`src/rtl/des_key_schedule.sv`:
```
// Iterative DES key schedule: PC-1 on key load, per-round C/D rotation, registered PC-2 subkey out.
// Latency: key accepted at edge N gives K1 (or K16 when decrypting) valid in cycle N+1; one subkey per cycle.
// Backpressure: subkey/sk_round/sk_last hold while sk_valid && !sk_ready; no key accepted until the schedule ends.
// Optional build macro DES_DECRYPT_ORDER_EN adds a 'decrypt' input selecting K16..K1 order.
module des_key_schedule (
  input  logic        clk,
  input  logic        rst_n,
  input  logic [63:0] key,
  input  logic        key_valid,
`ifdef DES_DECRYPT_ORDER_EN
  input  logic        decrypt,
`endif
  output logic        key_ready,
  output logic [47:0] subkey,
  output logic [3:0]  sk_round,
  output logic        sk_valid,
  output logic        sk_last,
  input  logic        sk_ready
);

  localparam logic [0:0] IDLE = 1'b0;
  localparam logic [0:0] RUN  = 1'b1;

  // PC-1: output bit t (1-based) takes DES key bit pc1Map[t-1]; C is bits 1..28, D is bits 29..56.
  localparam int pc1Map [56] = '{
    57, 49, 41, 33, 25, 17,  9,  1, 58, 50, 42, 34, 26, 18,
    10,  2, 59, 51, 43, 35, 27, 19, 11,  3, 60, 52, 44, 36,
    63, 55, 47, 39, 31, 23, 15,  7, 62, 54, 46, 38, 30, 22,
    14,  6, 61, 53, 45, 37, 29, 21, 13,  5, 28, 20, 12,  4
  };

  // PC-2: subkey bit t (1-based) takes CD bit pc2Map[t-1].
  localparam int pc2Map [48] = '{
    14, 17, 11, 24,  1,  5,  3, 28, 15,  6, 21, 10,
    23, 19, 12,  4, 26,  8, 16,  7, 27, 20, 13,  2,
    41, 52, 31, 37, 47, 55, 30, 40, 51, 45, 33, 48,
    44, 49, 39, 56, 34, 53, 46, 42, 50, 36, 29, 32
  };

  function automatic logic [55:0] pc1(input logic [63:0] k);
    logic [55:0] r;
    r = '0;
    for (int i = 0; i < 56; i++) r[55-i] = k[64-pc1Map[i]];
    return r;
  endfunction

  function automatic logic [47:0] pc2(input logic [55:0] cd);
    logic [47:0] r;
    r = '0;
    for (int i = 0; i < 48; i++) r[47-i] = cd[56-pc2Map[i]];
    return r;
  endfunction

  // Rounds 1, 2, 9 and 16 (indices 0, 1, 8, 15) shift by one, all others by two.
  function automatic logic singleShift(input logic [3:0] r);
    return (r == 4'd0) || (r == 4'd1) || (r == 4'd8) || (r == 4'd15);
  endfunction

  function automatic logic [27:0] rotLeft(input logic [27:0] x, input logic single);
    return single ? {x[26:0], x[27]} : {x[25:0], x[27:26]};
  endfunction

`ifdef DES_DECRYPT_ORDER_EN
  function automatic logic [27:0] rotRight(input logic [27:0] x, input logic single);
    return single ? {x[0], x[27:1]} : {x[1:0], x[27:2]};
  endfunction
`endif

  logic [0:0]  state;
  logic [27:0] cHalf, dHalf;
  logic [3:0]  roundCnt;
  logic [47:0] subkeyReg;
  logic [55:0] pc1Key;
  logic [27:0] cNext, dNext;
  logic [3:0]  cntNext;
  logic        lastRound;
  logic        advance;
  logic        unusedParity;

`ifdef DES_DECRYPT_ORDER_EN
  logic        decMode;
`endif

  // Parity bits (DES bits 8,16,...,64) are dropped by PC-1 and never used.
  assign unusedParity = ^{key[56], key[48], key[40], key[32], key[24], key[16], key[8], key[0]};

  assign pc1Key = pc1(key);

`ifdef DES_DECRYPT_ORDER_EN
  assign lastRound = decMode ? (roundCnt == 4'd0) : (roundCnt == 4'd15);
`else
  assign lastRound = (roundCnt == 4'd15);
`endif

  // C/D and the counter move on key load, or on each handshake that is not the final one.
  assign advance = (state == IDLE) ? key_valid : (sk_ready && !lastRound);

  // Next C/D/counter: load with the round-1 rotation, or step to the following round.
  always_comb begin
    cNext   = cHalf;
    dNext   = dHalf;
    cntNext = roundCnt;
    if (state == IDLE) begin
      cNext   = rotLeft(pc1Key[55:28], 1'b1);
      dNext   = rotLeft(pc1Key[27:0], 1'b1);
      cntNext = 4'd0;
`ifdef DES_DECRYPT_ORDER_EN
      // C0,D0 equals C16,D16, so decrypt order starts from the unrotated halves.
      if (decrypt) begin
        cNext   = pc1Key[55:28];
        dNext   = pc1Key[27:0];
        cntNext = 4'd15;
      end
`endif
    end else begin
      cNext   = rotLeft(cHalf, singleShift(roundCnt + 4'd1));
      dNext   = rotLeft(dHalf, singleShift(roundCnt + 4'd1));
      cntNext = roundCnt + 4'd1;
`ifdef DES_DECRYPT_ORDER_EN
      // Walking backwards undoes the current round's left shift.
      if (decMode) begin
        cNext   = rotRight(cHalf, singleShift(roundCnt));
        dNext   = rotRight(dHalf, singleShift(roundCnt));
        cntNext = roundCnt - 4'd1;
      end
`endif
    end
  end

  // State, C/D halves, round counter and the PC-2 output register.
  always_ff @(posedge clk or negedge rst_n) begin
    if (!rst_n) begin
      state     <= IDLE;
      cHalf     <= '0;
      dHalf     <= '0;
      roundCnt  <= '0;
      subkeyReg <= '0;
`ifdef DES_DECRYPT_ORDER_EN
      decMode   <= 1'b0;
`endif
    end else begin
      if (advance) begin
        cHalf     <= cNext;
        dHalf     <= dNext;
        roundCnt  <= cntNext;
        subkeyReg <= pc2({cNext, dNext});
      end
      if (state == IDLE && key_valid) begin
        state <= RUN;
`ifdef DES_DECRYPT_ORDER_EN
        decMode <= decrypt;
`endif
      end else if (state == RUN && sk_ready && lastRound) begin
        state <= IDLE;
      end
    end
  end

  assign key_ready = (state == IDLE);
  assign sk_valid  = (state == RUN);
  assign subkey    = subkeyReg;
  assign sk_round  = roundCnt;
  assign sk_last   = sk_valid && lastRound;

endmodule

```
`config.mk`:
```
export PLATFORM = sky130hd
export DESIGN_NAME = des_key_schedule
export DESIGN_NICKNAME = d
export VERILOG_FILES = /design/src/rtl/des_key_schedule.sv
export SDC_FILE = /design/constraint.sdc
export NUM_CORES = 1
export LEC_CHECK = 0
export BUFFER_PORTS_ARGS = -buffer_cell sky130_fd_sc_hd__buf_2
export CELL_PAD_IN_SITES_DETAIL_PLACEMENT = 1
export CELL_PAD_IN_SITES_GLOBAL_PLACEMENT = 1
export CORE_AREA = 2 2 104 106
export CTS_CLUSTER_DIAMETER = 150
export CTS_CLUSTER_SIZE = 20
export DETAILED_ROUTE_END_ITERATION = 6
export DIE_AREA = 0 0 106 108
export PLACE_DENSITY = 0.84
export SYNTH_ARGS = -nofsm -noshare
export SYNTH_HDL_FRONTEND = slang
export SYNTH_SLANG_ARGS = --single-unit
export TNS_END_PERCENT = 1
```
`constraint.sdc`:
```
create_clock -name clk -period 3.5 [get_ports clk]
set_input_delay 0.175 -clock clk [delete_from_list [all_inputs] [get_ports clk]]
set_output_delay 0.175 -clock clk [all_outputs]
set_load 0.02 [all_outputs]
```
==> impl_metrics.csv, run 1 <==
group,metric,value,unit
logic_synthesis,async_flop_share,100.0,%
place,io_buffer_count,114,
routing,drt-total-wl,13560,µm
logic_synthesis,synth_cells,505,
timing,max_freq,371.0,MHz
die,io_pins,123,
routing,ant_nets,0,
global_routing,antenna_found_initial,2,
timing,period_share,77.00,%
clock_network,cts.path.max_buffers,2,
timing,slew_headroom,21.19,%
timing,tightest_slew,1.181,ns
place,gp_congestion,0.7951,
power_and_ir_drop,p_total,3.831,mW
power_and_ir_drop,p_leak,1.911,nW
timing,slew_violations,0,
timing,skew,0.01499,ns
place,hpwl,8750,µm
die,die_h,108,µm
clock_network,cts_resized,0,
routing,vias,4100,
logic_synthesis,yosysWarnings,0,
timing,final.setup.tns,0,ns
worst_setup_path,cp_max_fo,59,
worst_setup_path,cp-start-kind,"register",
logic_synthesis,syn_avg_cell_area,8.144,µm²
final_layout,syn_to_final_growth,9.735,%
die,start_util,40.20,%
logic_synthesis,synth_nets,576,
power_and_ir_drop,switching_share,47.66,%
timing,hold_ws,0.1032,ns
worst_setup_path,crit_path_end_kind,"register",
clock_network,clk_pin_slew_worst_paths,0.07,ns
power_and_ir_drop,switchingPower,1.826,mW
clock_network,postCtsSetupBuffers,0,
power_and_ir_drop,clock_power_share,15.1,%
final_layout,fin_util,44.11,%
power_and_ir_drop,powerDensity,849.0,nW/µm²
die,core_area,10230,µm²
power_and_ir_drop,ir_drop,362.7,µV
min_path,hold_path_class,"input port to register",
logic_synthesis,synth_edf_count,0,
global_routing,grt_max_degree,84,
final_layout,mostFrequentLayoutCells,"114 x buf_2, 110 x o21ai_0, 61 x dfrtp_1, 56 x a31oi_1, 31 x nand3_1",
timing,setup_violations,0,
timing,rsz0062_at_grt,"false",
power_and_ir_drop,p_int,2.006,mW
logic_synthesis,ys_seq_elements,61,
logic_synthesis,synthDistinctLibCells,31,
logic_synthesis,synth_ff_type,"dfrtp_1",
clock_network,clock-sinks,61,
worst_setup_path,crit_arrival,2.86,ns
routing,first_pass_iters,4,
clock_network,cts_root_buffer,"clkbuf_8",
clock_network,cts_max_level,3,
power_and_ir_drop,seqPwrFrac,36.7,%
die,die_w,106,µm
final_layout,layout.nets,611,
logic_synthesis,netlist_area,4113,µm²
global_routing,grt_usage,23.75,%
place,dp.cells,664,
final_layout,final_common_cell,"buf_2",
routing,vias_per_cell,6.012,
outcome,status,"completed",
flow_run,cap_violations,0,
clock_network,numCtsBuffers,9,
global_routing,grt_pass1_wl,21730,µm
logic_synthesis,synth-seq-area-share,37.12,%
worst_setup_path,critPathRequiredTime,3.66,ns
global_routing,grt_pass1_vias,4123,
die,die-area,11450,µm²
final_layout,drive_gt1_share,26.79,%
routing,wl_per_cell,19.88,µm
final_layout,finalNonFillerCells,682,
clock_network,cts_tree,"built",
power_and_ir_drop,comb_power_share,48.2,%
timing,layout_min_cycle_time,2.695,ns
die,rows,37,
global_routing,grt-ovfl-total,0,
worst_setup_path,critical_path_class,"register to register",
routing,drt_iter0_drc,173,
clock_network,worstSkewPairLatency,0.34,ns
routing,remaining_drc_errors,0,
timing,hold_viol_final,0,
-- synth_stat cells (2+ instances only) --
| cell | n | share of area (%) |
|---|---|---|
| buf_4 | 53 | 9.7 |
| nor2_1 | 2 | 0.18 |
| o21ai_0 | 110 | 13 |
| a31oi_1 | 56 | 8.5 |
| or3_1 | 29 | 4.4 |
| nand2_1 | 5 | 0.46 |
| buf_6 | 4 | 1.1 |
| mux2i_1 | 3 | 0.73 |
| buf_2 | 15 | 1.8 |
| nand3_1 | 32 | 3.9 |
| o22ai_1 | 25 | 3.8 |
| a22oi_1 | 2 | 0.36 |
| clkbuf_1 | 28 | 2.6 |
| nand2b_1 | 27 | 4.1 |
| ha_1 | 3 | 0.91 |
| inv_1 | 4 | 0.36 |
| a21oi_1 | 26 | 3.2 |
| dfrtp_1 | 61 | 37 |
| o21ai_1 | 8 | 0.97 |
-- metrics by stage --
step / instance area [µm²] / worst slack, ns
final: 4513 / 0.8048
after global routing: 4511 / 0.6073
after CTS: 4511 / 0.7990
after detailed placement: 4323 / 0.8359
after global placement: 4323 / 0.9995
after floorplan: 4113 / 1.440
-- flip-flops by register name (all words and copies together), names as in the netlist --
register / count
sk_round: 4
sk_valid: 1
subkey: 47
cHalf: 5
dHalf: 4
-- worst max-delay path: stages (launching register included) --
cell     delay (ns)
dfrtp_1        0.76
nand3_2        1.06
a31oi_1        0.55
a22oi_1        0.14
-- layout make-up --
type,count,area (µm²)
fillers,1302,5718
clock buffers,12,155.1
diodes,1,2.502
clock inverters,4,22.52
repair buffers,125,655.6
well taps,136,170.2
multi-input cells,339,1966
inverters,4,15.01
flip-flops and latches,61,1526
-- power by group through the flow --
stage / clock, mW / sequential, mW / combinational [mW]
after floorplan: 0 / 1.27 / 1.71
after global placement: 0 / 1.38 / 1.77
after detailed placement: 0 / 1.41 / 1.85
after CTS: 0.590 / 1.40 / 1.86
after global routing: 0.623 / 1.45 / 2.03
final: 0.578 / 1.41 / 1.85
-- worst paths after layout --
path,startpoint,end,slack (ns),cells after the start
setup reg to reg,sk_valid,subkey[2],0.80,3
hold reg to reg,cHalf[10],subkey[46],0.57,2
max in group asynchronous,rst_n,sk_round[0],2.09,3
hold / removal,key_valid,sk_valid,0.10,2
min in group asynchronous,rst_n,subkey[29],0.50,2
setup / recovery,sk_valid,subkey[2],0.80,3
-- cells by family (layout without fill, tap and decap cells) --
family                     Yosys count  count (layout)  synth area share, %
other                                0               1                    0
adders and majority gates            3               3               0.9128
buffers and inverters              105             145                15.64
DFF                                 61              61                37.12
AOI/OAI and AO/OA                  234             234                31.64
and+or+nand+nor                     98              98                13.75
muxes                                3               3               0.7302
xor gates and xnor gates             1               1               0.2130
-- per-layer routing --
layer,GRT usage (%),share of wire [%],up-vias
li1,-,-,1885
met3,4.400,5.4,15
met5,0,0.12,-
met2,41.24,49,124
met1,30.04,44,2074
met4,7.613,1.2,2
-- repair_timing --
item,CTS,global route
endpoints found under the hold margin,35,0
hold buffers,1,0
endpoints found under the setup margin,0,0
Note: power is estimated with default switching activity, not from simulation.
==> run 2, diff against run 1 <==
--- a/config.mk
+++ b/config.mk
@@ -5,15 +5,16 @@
 export SDC_FILE = /design/constraint.sdc
 export NUM_CORES = 1
 export LEC_CHECK = 0
+export ABC_AREA = 1
 export BUFFER_PORTS_ARGS = -buffer_cell sky130_fd_sc_hd__buf_2
 export CELL_PAD_IN_SITES_DETAIL_PLACEMENT = 1
 export CELL_PAD_IN_SITES_GLOBAL_PLACEMENT = 1
-export CORE_AREA = 2 2 104 106
+export CORE_AREA = 2 2 116 118
 export CTS_CLUSTER_DIAMETER = 150
 export CTS_CLUSTER_SIZE = 20
 export DETAILED_ROUTE_END_ITERATION = 6
-export DIE_AREA = 0 0 106 108
-export PLACE_DENSITY = 0.84
+export DIE_AREA = 0 0 118 120
+export PLACE_DENSITY = 0.74
 export SYNTH_ARGS = -nofsm -noshare
 export SYNTH_HDL_FRONTEND = slang
 export SYNTH_SLANG_ARGS = --single-unit
==> constraint.sdc (replaced) <==
create_clock -name clk -period 2.2 [get_ports clk]
set_input_delay 0.11 -clock clk [delete_from_list [all_inputs] [get_ports clk]]
set_output_delay 0.11 -clock clk [all_outputs]
set_load 0.02 [all_outputs]
==> run 2 against run 1 <==
  * Cell count grew 20%
  * Utilization shrank 6.8 points
  * Global-route usage is 3.7 points lower
  * First-iteration DRC count rose by 54%
  * Synthesized cell count is 16% higher
  * Register-to-register slack got worse by 0.63 ns
  * Highest routed layer unchanged
==> impl_metrics.csv, run 2 <==
group,metric,value,unit
power_and_ir_drop,p_leak,2.516,nW
timing,tightest_slew,0.9240,ns
min_path,min_from,"key_valid",
clock_network,clk_pin_slew_worst_paths,0.05,ns
worst_setup_path,ff2ff_setup_slack,0.17,ns
global_routing,grt_usage,20.01,%
final_layout,fin_util,37.27,%
timing,rsz0062_at_grt,"false",
final_layout,nFillCells,1697,
routing,wl_per_cell,16.85,µm
worst_setup_path,critPathRequiredTime,2.42,ns
logic_synthesis,synth_cells,587,
logic_synthesis,yosys.area.top_type,"dfrtp_1",
routing,ant_nets,0,
final_layout,design_area,4837,µm²
logic_synthesis,synth_nets,658,
routing,remaining_drc_errors,0,
outcome,status,"completed",
place,dpl-instance-area,4511,µm²
timing,setup_violations,0,
die,die_h,120,µm
timing,layout_min_cycle_time,2.030,ns
min_path,worstHoldPathCells,3,
routing,vias_per_cell,5.127,
place,io_buffer_count,114,
timing,period_share,92.27,%
logic_synthesis,synthAdderAreaFrac,0.9036,%
clock_network,clock-sinks,61,
logic_synthesis,post_synth_xor_area_fraction,0,%
clock_network,worstSkewPairLatency,0.34,ns
logic_synthesis,synth_edf_count,0,
min_path,min_to,"sk_valid",
worst_setup_path,r2r_end,"subkey[22]",
logic_synthesis,synth_top_family_by_area,"simple AND/OR/NAND/NOR gates",
global_routing,grt_pass1_wl,22360,µm
timing,slew_violations,0,
power_and_ir_drop,p_total,6.274,mW
clock_network,numCtsBuffers,9,
logic_synthesis,ys_top_cells_by_count,"85 x a21oi_1, 66 x inv_1, 64 x nand2_1",
worst_setup_path,critical_path_class,"register to register",
die,io_pins,123,
clock_network,cts.path.max_buffers,2,
routing,drt-total-wl,13790,µm
logic_synthesis,synth_ff_type,"dfrtp_1",
clock_network,cts_resized,0,
worst_setup_path,rr_startpoint,"sk_round[0]",
clock_network,cts_root_buffer,"clkbuf_16",
routing,vias,4194,
final_layout,mostFrequentLayoutCells,"114 x buf_2, 85 x a21oi_1, 66 x inv_1, 62 x nand2_1, 61 x nor2_1",
clock_network,cts_tree,"built",
logic_synthesis,netlist_area,4154,µm²
final_layout,final_common_cell,"buf_2",
logic_synthesis,yosysWarnings,0,
logic_synthesis,syn_avg_cell_area,7.077,µm²
logic_synthesis,async_flop_share,100.0,%
timing,hold_ws,0.04786,ns
flow_run,cap_violations,0,
place,hpwl,9316,µm
worst_setup_path,cp_max_fo,30,
logic_synthesis,synth.area.top_cells,"dfrtp_1 37%, a21oi_1 10%, buf_4 8.9%",
logic_synthesis,synth-seq-area-share,36.75,%
timing,slew_headroom,38.34,%
global_routing,grt_pass1_vias,4310,
final_layout,seqCellArea,1528,µm²
worst_setup_path,cp-start-kind,"register",
global_routing,antenna_found_initial,1,
timing,skew,0.006622,ns
die,die-area,14160,µm²
global_routing,grt_max_degree,33,
logic_synthesis,synth-compound-area-share,14.31,%
logic_synthesis,synthDistinctLibCells,21,
logic_synthesis,synthSimpleGateAreaFrac,27.50,%
final_layout,multiInputGateArea,1790,µm²
logic_synthesis,muxShareOfSynthArea,0,%
power_and_ir_drop,ir_drop,696.4,µV
power_and_ir_drop,powerDensity,1297,nW/µm²
worst_setup_path,crit_arrival,2.25,ns
timing,hold_viol_final,0,
routing,drt_iter0_drc,266,
final_layout,drive_gt1_share,24.02,%
routing,first_pass_iters,4,
logic_synthesis,synth.most_common_cell,"a21oi_1",
logic_synthesis,ys_seq_elements,61,
clock_network,cts_max_level,3,
die,core_area,12980,µm²
die,die_w,118,µm
timing,final.setup.tns,0,ns
timing,max_freq,492.6,MHz
min_path,hold_path_class,"input port to register",
worst_setup_path,rr_worst_depth,9,
place,gp_congestion,0.8454,
global_routing,grt-ovfl-total,0,
final_layout,largest_reg_flops,47,
die,start_util,32.00,%
worst_setup_path,crit_path_end_kind,"register",
final_layout,layout.nets,708,
logic_synthesis,synth_top_area_share,36.75,%
final_layout,syn_to_final_growth,16.45,%
die,rows,42,
==> run 2: cell count changes after synthesis, moves of 27 or more <==
| cell | change |
|---|---|
| a21oi_1 | +59 |
| a31oi_1 | -56 |
| inv_1 | +62 |
| nand2_1 | +59 |
| nand2b_1 | -27 |
| nand3_1 | +27 |
| nand4_1 | +57 |
| nor2_1 | +59 |
| o21ai_0 | -83 |
| or3_1 | -29 |
==> run 2: kinds of logic after synthesis <==
logic type / after synthesis
fa+ha+maj: 3
buf+inv: 163
simple gates: 243
flops: 61
compound gates: 117
==> run 2: stage by stage <==
stage	instances	setup WS, ns
after global routing	817	0.01651
after floorplan	587	0.4017
after detailed placement	799	-0.007151
after CTS	817	0.1602
final	818	0.1700
after global placement	799	0.08915
==> run 2: critical path, cell delays in order (launching register included) <==
cell     delay [ns]
dfrtp_1        0.36
ha_1           0.23
nand3_1        0.11
nand2_1        0.12
inv_2          0.09
nor2_4         0.46
inv_2          0.07
buf_4          0.26
nor2_1         0.14
a21oi_1        0.05
==> run 2: metal layers <==
layer	part of all wire, %	track usage (%)	vias up
met5	0.080	0	-
met4	1.5	6.099	2
met3	6.1	6.274	16
met2	49	34.41	112
met1	43	23.94	2057
li1	-	-	2007
==> run 2: worst max-delay path by stage <==
stage                 from          to  cells past startpoint
2_1_floorplan  sk_round[0]   cHalf[10]                      7
3_3_place_gp   sk_round[0]   subkey[9]                      9
3_5_place_dp   sk_round[0]  subkey[24]                      9
4_1_cts        sk_round[0]  subkey[24]                      9
5_1_grt        sk_round[0]  subkey[19]                      9
6_report       sk_round[0]  subkey[22]                      9
==> run 2: layout make-up <==
cell class / instances / area share [%]
diodes: 1 / 0.05173
clock buffers: 15 / 6.156
flip-flops and latches: 61 / 31.58
well taps: 176 / 4.553
repair buffers: 133 / 15.36
inverters: 68 / 5.277
multi-input cells: 364 / 37.02
==> run 2: report_power, final <==
group	switching [mW]	internal, mW
clock network	0.516	0.911
registers	0.287	1.49
logic	2.06	1.01
total	2.86	3.42
==> run 2: repair_timing <==
item / 4_1_cts / 5_1_grt
setup endpoints to repair: 30 / 0
buffers inserted: 0 / 0
hold endpoints to repair: 30 / 0
hold buffers: 2 / 0
